--- src/rtl/regfile_pkg.sv ---
// Shared constants and helpers for the scoreboarded register file.
// Holds default geometry, the zero-register index and a popcount helper.
package regfile_pkg;

    localparam int WIDTH_DEF = 32;
    localparam int AW_DEF    = 5;
    localparam int R0_IDX    = 0;

    // Count of set bits, used to cross-check the pending-producer count.
    function automatic int unsigned popcount(input logic [31:0] v);
        int unsigned n;
        n = 0;
        for (int i = 0; i < 32; i++) begin
            n += 32'(v[i]);
        end
        return n;
    endfunction

endpackage

--- src/rtl/regfile_sb_if.sv ---
// Register-file bus: read ports, writeback port, issue/flush and status.
// master drives addresses/write/issue; slave (the regfile) returns data/busy.
interface regfile_sb_if #(
    parameter int WIDTH = 32,
    parameter int AW    = 5
);
    logic [AW-1:0]    Ra;
    logic [AW-1:0]    Rb;
    logic [WIDTH-1:0] Qa;
    logic [WIDTH-1:0] Qb;
    logic             Busy_a;
    logic             Busy_b;
    logic             We;
    logic [AW-1:0]    Wr;
    logic [WIDTH-1:0] D;
    logic             Iss;
    logic [AW-1:0]    Ird;
    logic             Flush;
    logic [AW:0]      Npend;

    modport master (
        output Ra, Rb, We, Wr, D, Iss, Ird, Flush,
        input  Qa, Qb, Busy_a, Busy_b, Npend
    );

    modport slave (
        input  Ra, Rb, We, Wr, D, Iss, Ird, Flush,
        output Qa, Qb, Busy_a, Busy_b, Npend
    );
endinterface

--- src/rtl/rf_scoreboard.sv ---
// Per-register pending-write scoreboard with a running busy count.
// In: Clk, Clrn, Iss/Ird, wen/Wr, Flush, Ra/Rb, hit_a/hit_b. Out: Busy_a/b, Npend.
module rf_scoreboard
    import regfile_pkg::*;
#(
    parameter int AW      = AW_DEF,
    parameter bit ZERO_R0 = 1'b1
) (
    input  logic          Clk,
    input  logic          Clrn,
    input  logic          Iss,
    input  logic [AW-1:0] Ird,
    input  logic          wen,
    input  logic [AW-1:0] Wr,
    input  logic          Flush,
    input  logic [AW-1:0] Ra,
    input  logic [AW-1:0] Rb,
    input  logic          hit_a,
    input  logic          hit_b,
    output logic          Busy_a,
    output logic          Busy_b,
    output logic [AW:0]   Npend
);

    localparam int DEPTH = 2 ** AW;

    logic [DEPTH-1:0] busy_q;
    logic [DEPTH-1:0] busy_d;
    logic [AW:0]      npend_q;
    logic [AW:0]      npend_d;
    logic             iss_ok;
    logic             inc;
    logic             dec;

    assign iss_ok = Iss & ~(ZERO_R0 && (Ird == AW'(R0_IDX)));

    // Set is applied last so a new producer beats both clears.
    always_comb begin
        busy_d = busy_q;
        if (Flush) begin
            busy_d = '0;
        end
        if (wen) begin
            busy_d[Wr] = 1'b0;
        end
        if (iss_ok) begin
            busy_d[Ird] = 1'b1;
        end
    end

    // Count only real 0->1 / 1->0 transitions so Npend tracks popcount.
    // A writeback clear re-set by an issue to the same register is no change.
    assign inc = iss_ok & ~busy_q[Ird];
    assign dec = wen & busy_q[Wr] & ~(iss_ok & (Ird == Wr));

    always_comb begin
        npend_d = npend_q;
        if (Flush) begin
            npend_d = (AW+1)'(iss_ok);
        end else if (inc & ~dec) begin
            npend_d = npend_q + (AW+1)'(1);
        end else if (dec & ~inc) begin
            npend_d = npend_q - (AW+1)'(1);
        end
    end

    always_ff @(posedge Clk or negedge Clrn) begin
        if (!Clrn) begin
            busy_q  <= '0;
            npend_q <= '0;
        end else begin
            busy_q  <= busy_d;
            npend_q <= npend_d;
        end
    end

    assign Busy_a = busy_q[Ra] & ~hit_a & ~(ZERO_R0 && (Ra == AW'(R0_IDX)));
    assign Busy_b = busy_q[Rb] & ~hit_b & ~(ZERO_R0 && (Rb == AW'(R0_IDX)));
    assign Npend  = npend_q;

endmodule

--- src/rtl/regfile_sb.sv ---
// Two-read/one-write register file with bypass and hazard scoreboard.
// Ports: Clk, Clrn (async active-low), bus (regfile_sb_if.slave).
module regfile_sb
    import regfile_pkg::*;
#(
    parameter int WIDTH   = WIDTH_DEF,
    parameter int AW      = AW_DEF,
    parameter bit ZERO_R0 = 1'b1,
    parameter bit BYPASS  = 1'b1
) (
    input  logic         Clk,
    input  logic         Clrn,
    regfile_sb_if.slave  bus
);

    localparam int DEPTH = 2 ** AW;

    logic [WIDTH-1:0] regs_q [DEPTH];
    logic [WIDTH-1:0] regs_d [DEPTH];
    logic             wen;
    logic             hit_a;
    logic             hit_b;
    logic [WIDTH-1:0] qa;
    logic [WIDTH-1:0] qb;

    assign wen   = bus.We & ~(ZERO_R0 && (bus.Wr == AW'(R0_IDX)));
    assign hit_a = BYPASS & wen & (bus.Wr == bus.Ra);
    assign hit_b = BYPASS & wen & (bus.Wr == bus.Rb);

    always_comb begin
        regs_d = regs_q;
        if (wen) begin
            regs_d[bus.Wr] = bus.D;
        end
    end

    always_ff @(posedge Clk or negedge Clrn) begin
        if (!Clrn) begin
            for (int i = 0; i < DEPTH; i++) begin
                regs_q[i] <= '0;
            end
        end else begin
            regs_q <= regs_d;
        end
    end

    always_comb begin
        qa = regs_q[bus.Ra];
        if (ZERO_R0 && (bus.Ra == AW'(R0_IDX))) begin
            qa = '0;
        end else if (hit_a) begin
            qa = bus.D;
        end
    end

    always_comb begin
        qb = regs_q[bus.Rb];
        if (ZERO_R0 && (bus.Rb == AW'(R0_IDX))) begin
            qb = '0;
        end else if (hit_b) begin
            qb = bus.D;
        end
    end

    assign bus.Qa = qa;
    assign bus.Qb = qb;

    rf_scoreboard #(
        .AW      (AW),
        .ZERO_R0 (ZERO_R0)
    ) u_sb (
        .Clk    (Clk),
        .Clrn   (Clrn),
        .Iss    (bus.Iss),
        .Ird    (bus.Ird),
        .wen    (wen),
        .Wr     (bus.Wr),
        .Flush  (bus.Flush),
        .Ra     (bus.Ra),
        .Rb     (bus.Rb),
        .hit_a  (hit_a),
        .hit_b  (hit_b),
        .Busy_a (bus.Busy_a),
        .Busy_b (bus.Busy_b),
        .Npend  (bus.Npend)
    );

endmodule

--- src/flat_wrapper.sv ---
// flat-port wrapper written by rule: the top's interface ports become plain ports
module regfile_sb_flat import regfile_pkg::*;
#(
    parameter int WIDTH   = WIDTH_DEF,
    parameter int AW      = AW_DEF,
    parameter bit ZERO_R0 = 1'b1,
    parameter bit BYPASS  = 1'b1
)
  (Clk, Clrn, bus_Ra, bus_Rb, bus_We, bus_Wr, bus_D, bus_Iss, bus_Ird, bus_Flush, bus_Qa, bus_Qb, bus_Busy_a, bus_Busy_b, bus_Npend);
  regfile_sb_if #(.WIDTH(WIDTH), .AW(AW)) bus_i ();
  input  logic Clk;
  input  logic Clrn;
  input wire logic [$bits(bus_i.Ra)-1:0] bus_Ra;
  input wire logic [$bits(bus_i.Rb)-1:0] bus_Rb;
  input wire logic [$bits(bus_i.We)-1:0] bus_We;
  input wire logic [$bits(bus_i.Wr)-1:0] bus_Wr;
  input wire logic [$bits(bus_i.D)-1:0] bus_D;
  input wire logic [$bits(bus_i.Iss)-1:0] bus_Iss;
  input wire logic [$bits(bus_i.Ird)-1:0] bus_Ird;
  input wire logic [$bits(bus_i.Flush)-1:0] bus_Flush;
  output wire logic [$bits(bus_i.Qa)-1:0] bus_Qa;
  output wire logic [$bits(bus_i.Qb)-1:0] bus_Qb;
  output wire logic [$bits(bus_i.Busy_a)-1:0] bus_Busy_a;
  output wire logic [$bits(bus_i.Busy_b)-1:0] bus_Busy_b;
  output wire logic [$bits(bus_i.Npend)-1:0] bus_Npend;
  assign bus_i.Ra = bus_Ra;
  assign bus_i.Rb = bus_Rb;
  assign bus_i.We = bus_We;
  assign bus_i.Wr = bus_Wr;
  assign bus_i.D = bus_D;
  assign bus_i.Iss = bus_Iss;
  assign bus_i.Ird = bus_Ird;
  assign bus_i.Flush = bus_Flush;
  assign bus_Qa = bus_i.Qa;
  assign bus_Qb = bus_i.Qb;
  assign bus_Busy_a = bus_i.Busy_a;
  assign bus_Busy_b = bus_i.Busy_b;
  assign bus_Npend = bus_i.Npend;
  regfile_sb #(.WIDTH(WIDTH), .AW(AW), .ZERO_R0(ZERO_R0), .BYPASS(BYPASS)) u_core (.Clk(Clk), .Clrn(Clrn), .bus(bus_i));
endmodule
--- config.mk ---
export PLATFORM = sky130hd
export DESIGN_NAME = regfile_sb_flat
export DESIGN_NICKNAME = d
export VERILOG_FILES = /design/src/rtl/regfile_pkg.sv /design/src/rtl/regfile_sb_if.sv /design/src/rtl/rf_scoreboard.sv /design/src/rtl/regfile_sb.sv /design/src/flat_wrapper.sv
export SDC_FILE = /design/constraint.sdc
export NUM_CORES = 2
export LEC_CHECK = 0
export ABC_AREA = 0
export CAP_MARGIN = 20
export CORE_ASPECT_RATIO = 1.75
export CORE_MARGIN = 4
export CORE_UTILIZATION = 50
export CTS_CLUSTER_SIZE = 20
export DETAILED_ROUTE_END_ITERATION = 16
export PLACE_DENSITY = 0.62
export RECOVER_POWER = 25
export SLEW_MARGIN = 20
export SYNTH_ARGS = -nofsm -noshare
export SYNTH_HDL_FRONTEND = slang
export SYNTH_HIERARCHICAL = 1
export SYNTH_SLANG_ARGS = --single-unit
--- constraint.sdc ---
create_clock -name Clk -period 7.2 [get_ports Clk]
set_input_delay 1.44 -clock Clk [delete_from_list [all_inputs] [get_ports Clk]]
set_output_delay 1.44 -clock Clk [all_outputs]
set_load 0.02 [all_outputs]
## Word level (Yosys, flattened, before mapping)

Index checks and enable logic that the tools add are counted.

- Input bits: 57
- Word-level logic and storage cells: 118
- Memory bits (writable): 0
- ROM bits: 0
- Register bits: 1062
- Output and inout bits: 72
- Bits in latches: 0
- Memories kept: 0

- Multipliers: 0
- Multiplexer cells: 31
- Bitwise operators: 30
- Equality and inequality tests: 3
- Add/subtract/negate cells: 2
- Shifts and indexed selects: 0
- $lt $le $gt $ge: 10
- Reductions and logical operators: 8
- Divide/modulo/power cells: 0

Operator list:

| operator | number |
|---|---|
| $bwmux 1024 | 1 |
| $mux 32 | 12 |
| $bmux 32 s5 | 2 |
| $demux 32 s5 | 1 |
| $and 32x32->32 | 1 |
| $not 32->32 | 1 |
| $or 32x32->32 | 1 |
| $lt 5x6->1 const B | 4 |
| $bmux 1 s5 | 4 |
| $logic_not 5->1 | 4 |
| $ge 6x6->1 const B | 3 |
| $mux 6 | 3 |
| $not 5->6 | 3 |
| $eq 5x5->1 | 3 |
| $and 1x1->1 | 14 |
| $demux 1 s5 | 2 |
| $ge 5x1->1 const B | 2 |
| $not 1->1 | 10 |
| $add 6x1->6 const B | 1 |
| $lt 6x1->1 const B | 1 |
| $mux 1 | 6 |
| $sub 6x1->6 const B | 1 |
| $logic_and 1x1->1 | 3 |
| $reduce_bool 3->1 | 1 |

## Longest topological paths before layout

- Depth in word-level cells: 10
- Gate-level depth with buffers: 16
- Mapped depth without buffers: 15

## Hierarchy

The synthesis kept the hierarchy.

Modules (own cells, without submodules):

| module | area each (µm²) | sequential area each (µm²) | cells an instance | instances |
|---|---|---|---|---|
| regfile_sb | 55932.4 | 25624.6 | 4002 | 1 |
| rf_scoreboard | 3303.2 | 950.9 | 346 | 1 |

## Worst setup path after synthesis

No wires, ideal clock.

- Kind: input-to-output
- Start: input port bus_Wr[1]
- End: output port bus_Qa[10]
- Path buffers: 2
- Arrival: 3.360 ns
- Required time: 5.760 ns
- Stages: 7
- Setup slack: 2.400 ns
- Cells stage by stage: buf_2 -> or2_2 -> o21ai_2 -> nor4_4 -> nand2b_1 -> clkbuf_1 -> o41ai_1

- Word-level cells in the longest chain between the ends: 6
- Elaborated cells on any way between the ends: 7
- Those cells by class: eq/ne (1); mux (2); bitwise (3); reduce/logical (1)

Ends and longest elaborated chain:

| element | line | source |
|---|---|---|
| from (decl) | flat_wrapper.sv:16 | `input wire logic [$bits(bus_i.Wr)-1:0] bus_Wr;` |
| $logic_not 5->1 | regfile_sb.sv:26 | `assign wen = bus.We & ~(ZERO_R0 && (bus.Wr == AW'(R0_IDX)));` |
| $not 1->1 | regfile_sb.sv:26 |  |
| $and 1x1->1 | regfile_sb.sv:26 |  |
| $and 1x1->1 * | regfile_sb.sv:27 | `assign hit_a = BYPASS & wen & (bus.Wr == bus.Ra);` |
| $mux 32 * | regfile_sb.sv:51 | `end else if (hit_a) begin` |
| $mux 32 * | regfile_sb.sv:49 | `if (ZERO_R0 && (bus.Ra == AW'(R0_IDX))) begin` |
| to (decl) | flat_wrapper.sv:21 | `output wire logic [$bits(bus_i.Qa)-1:0] bus_Qa;` |

Mark *: on every way between the ends. The rest lies on a longest branch, timed or not.

## Worst setup path in the final report

- Start: input port bus_Wr[3]
- End: output port bus_Qb[29]

- Word-level cells in the longest chain between the ends: 6
- Elaborated cells on any way between the ends: 7
- Those cells by class: eq/ne (1); mux (2); bitwise (3); reduce/logical (1)

Ends and longest elaborated chain:

| element | line | source |
|---|---|---|
| $logic_not 5->1 | regfile_sb.sv:26 |  |
| $not 1->1 | regfile_sb.sv:26 |  |
| $and 1x1->1 | regfile_sb.sv:26 |  |
| $and 1x1->1 * | regfile_sb.sv:28 | `assign hit_b = BYPASS & wen & (bus.Wr == bus.Rb);` |
| $mux 32 * | regfile_sb.sv:60 | `end else if (hit_b) begin` |
| $mux 32 * | regfile_sb.sv:58 | `if (ZERO_R0 && (bus.Rb == AW'(R0_IDX))) begin` |
| to (decl) | flat_wrapper.sv:22 | `output wire logic [$bits(bus_i.Qb)-1:0] bus_Qb;` |

Marked as above.

==> results.yml <==
floorplanning:
  io_pins: 129
  placementRows: 166
  dieArea_mm2: 0.1243
  die_w_um: 268.2
  start_util: 0.5048
  core_area_mm2: 0.1174
  die_h_um: 463.3
clock_network:
  post_cts_resize_count: 0
  clk_pin_slew_ps: 60
  htreeDepth: 3
  clockBufferDepth: 3
  cts_setup_buffers: 0
  cts_buffers: 105
  cts_tree: "done"
  root_buffer: "clkbuf_16"
  ctsHoldBuffers: 0
  clk_latency_ps: 740
  cts_sinks: 1062
synthesis:
  ys_ff_latch: 1062
  yosysWarnings: 6
  async_reset_ff_frac: 1.000
  syn_inst: 4348
  syn_nets: 4410
  yosys_most_used_dff: "dfrtp_1"
  ys_seq_area_frac: 0.4486
  syn-mean-instance-area_um2: 13.62
  syn-cell-area_mm2: 0.05924
  synth_edf_count: 0
  synth_cell_types: 87
sta:
  max_freq_mhz: 142.3
  fin_worst_skew_ps: 20.53
  fin_tns_setup_ps: 0
  setup_violations: 0
  slew-limit-headroom: -2.569
  tightest_slew_ps: 5353
  rsz0062_at_grt: "false"
  drv_slew: 78
  hold_ws_ps: 396.7
  min_period_ps: 7025
  finalHoldViolCount: 0
  fin_crit_sh: 0.9757
  setup_slack_ps: 174.9
placement:
  port_buffers: 128
  hpwl_mm: 135.7
  place_congestion: 0.8942
  pre_cts_ws_ps: 372.1
critical_path:
  path_class: "input pin to output port"
  end_kind: "output port"
  worst-path-stages: 8
  arrival_ps: 5590
  crit_start: "bus_Wr[3]"
  cp_max_fo: 36
  required_ps: 5760
  regToRegSetupSlack_ps: 3540
  r2r-start: "u_core/u_sb/busy_q[28]$_DFF_PN0_"
  rr_worst_depth: 14
  crit_end: "bus_Qb[29]"
  max_stage_delay_ps: 800
  cp_cell_sequence: "clkdlybuf4s50_1 -> or3_1 -> o2111ai_1 -> or2_2 -> clkinv_2 -> a2111oi_0 -> a311oi_1 -> clkdlybuf4s50_1"
  crit_path_start_kind: "input pin"
  worst_path_most_repeated_cell: "clkdlybuf4s50_1"
  critPathBufInv: 3
  slowest_stage: "clkinv_2"
  critPathTopFamily: "buffers and inverters"
  reg2reg_to: "u_core/u_sb/Npend[5]$_DFFE_PN0P_"
drt:
  dr_wl_met3_mm: 17.41
  met1_length_mm: 79.06
  routed.top_layer: "met5"
  drt_iter0_drc: 4118
  detailroute.via_count: 41860
  drc: 0
  wl_per_cell_um: 36.95
  final_antenna_net_count: 0
  wl_mm: 218.8
  dr.pass1.iters: 6
  viasPerCell: 7.069
  wl_met2_mm: 105.7
global_route:
  grt_pass1_vias: 43450
  grt_max_degree: 155
  gr-total-overflow: 0
  antenna_found_initial: 5
  grt_use_total: 0.3499
  grt_pass1_wl_mm: 313.1
job:
  maxCapViolations: 1
final_layout:
  final_common_cell: "dfrtp_1"
  fillers: 9643
  seq_area_mm2: 0.02658
  fin_util: 0.5606
  nets: 4382
  multi_input_area_mm2: 0.03039
  drive_above_1_share: 0.4297
  syn2layout_area_growth_pct: 11.05
  layout_common_cells: "1,062 x dfrtp_1, 1,042 x mux2_2, 355 x mux4_2"
status:
  status: "finished with violations"
  violations: "max-capacitance violations, max-slew violations"
power_and_ir_drop:
  p_sw_frac: 0.2907
  intPower_mw: 12.66
  power.switching_mw: 5.189
  powerDensity_mw_per_mm2: 271.3
  pwr-share-comb: 0.225
  p_leak_nw: 28.34
  pwr-share-seq: 0.444
  max-vdd-ir-drop_mv: 0.1735
  p_clk_frac: 0.331
worst_hold_path:
  hold_class: "register to register"
## cell families (layout without fill, tap and decap cells)
family,count (synthesis),after routing,share of synthesized area
other,0,4,0
XOR/XNOR,20,20,0.003274
AO/OA/AOI/OAI,594,594,0.07089
multiplexers,1753,1753,0.3957
flip-flops,1062,1062,0.4486
adder cells (fa/ha/maj),5,5,0.001183
AND/OR/NAND/NOR,423,423,0.03756
buffers and inverters,491,548,0.04275
## Yosys cell counts (9+ instances only)
library cell	n	area [um^2]
nor3b_1	9	67.56
a21oi_1	64	320.3
a22oi_1	84	630.6
o21ai_0	81	405.4
or3b_2	10	87.58
a2111oi_0	20	175.2
or2_2	11	68.82
nand3b_1	30	225.2
nand3_1	29	145.1
nand2_1	136	510.5
mux2_2	1042	11730
buf_4	32	240.2
o21ai_1	19	95.09
o221ai_1	19	166.4
a221o_1	9	90.09
a22o_1	11	96.34
a221oi_1	38	332.8
buf_6	29	326.6
o21bai_1	11	82.58
buf_1	52	195.2
xnor2_1	15	131.4
o32a_1	9	90.09
inv_1	13	48.80
nor3_1	38	190.2
o211ai_1	15	112.6
buf_2	100	500.5
mux4_1	9	236.5
o22ai_1	82	513.0
nor2b_1	48	300.3
a31oi_1	31	193.9
nor2_1	51	191.4
clkbuf_1	242	908.4
a32o_1	21	210.2
o31ai_1	16	120.1
a211oi_1	26	195.2
nand2b_1	25	156.4
mux4_2	355	7995
mux2i_1	346	3463
dfrtp_1	1062	26580
## power by group through the flow
| stage | Clock, mW | Combinational, mW | Sequential [mW] |
|---|---|---|---|
| 2_1_floorplan | 0 | 2.82 | 7.70 |
| 3_3_place_gp | 0 | 3.93 | 7.93 |
| 3_5_place_dp | 0 | 3.99 | 8.00 |
| 4_1_cts | 5.97 | 4.01 | 7.89 |
| 5_1_grt | 6.20 | 4.26 | 8.04 |
| 6_report | 5.90 | 4.02 | 7.93 |
## worst min path at each step
stage | depth (start not counted) | start | slack [ps] | end
2_1_floorplan | 1 | u_core/regs_q[1002]$_DFFE_PN0P_ | 440 | u_core/regs_q[1002]$_DFFE_PN0P_
3_3_place_gp | 0 | u_core/regs_q[998]$_DFFE_PN0P_ | 380 | u_core/regs_q[998]$_DFFE_PN0P_
3_5_place_dp | 0 | u_core/regs_q[1023]$_DFFE_PN0P_ | 380 | u_core/regs_q[1023]$_DFFE_PN0P_
4_1_cts | 0 | u_core/regs_q[1023]$_DFFE_PN0P_ | 400 | u_core/regs_q[1023]$_DFFE_PN0P_
5_1_grt | 0 | u_core/regs_q[1013]$_DFFE_PN0P_ | 410 | u_core/regs_q[1013]$_DFFE_PN0P_
6_report | 0 | u_core/regs_q[1002]$_DFFE_PN0P_ | 400 | u_core/regs_q[1002]$_DFFE_PN0P_
## per-layer routing
layer / GRT usage / vias up
li1: - / 16620
met1: 0.4230 / 22350
met2: 0.5701 / 2210
met3: 0.07800 / 682
met5: 0.004769 / -
met4: 0.2123 / 4
## flip-flops by register name (all words and copies together), names as in the netlist
signal              flops
u_core/u_sb/busy_q     32
u_core/regs_q        1024
u_core/u_sb/Npend       6
## stage by stage
step                      instances  total power, mW  instance area, um^2
after floorplan                4348            10.53                59240
after global placement         5722            11.87                62040
after detailed placement       5725            11.99                62140
after CTS                      5917            17.87                65800
after global routing           5918            18.49                65770
final                          5921            17.85                65780
## cell type report
class                   instances  share of cell area
flip-flops and latches       1062              0.4040
well taps                    1512             0.02876
repair buffers                339             0.04847
clock buffers                 156             0.04904
diodes                          4           0.0001522
clock inverters                36            0.006638
inverters                      17           0.0009891
multi-input cells            2795              0.4620
## worst reg2reg max path, stage by stage (launching register included)
cell and delay, ps:
dfrtp_1 440, mux4_1 520, nor2b_1 160, a311oi_2 320, nand4_4 240, nor2_1 240, inv_1 140, ha_1 290
a21o_1 180, a21oi_1 220, o21bai_1 100, a21oi_1 200, and3_1 180, nor2_1 50, mux2_1 300
Power figures use the tool's default switching activity.
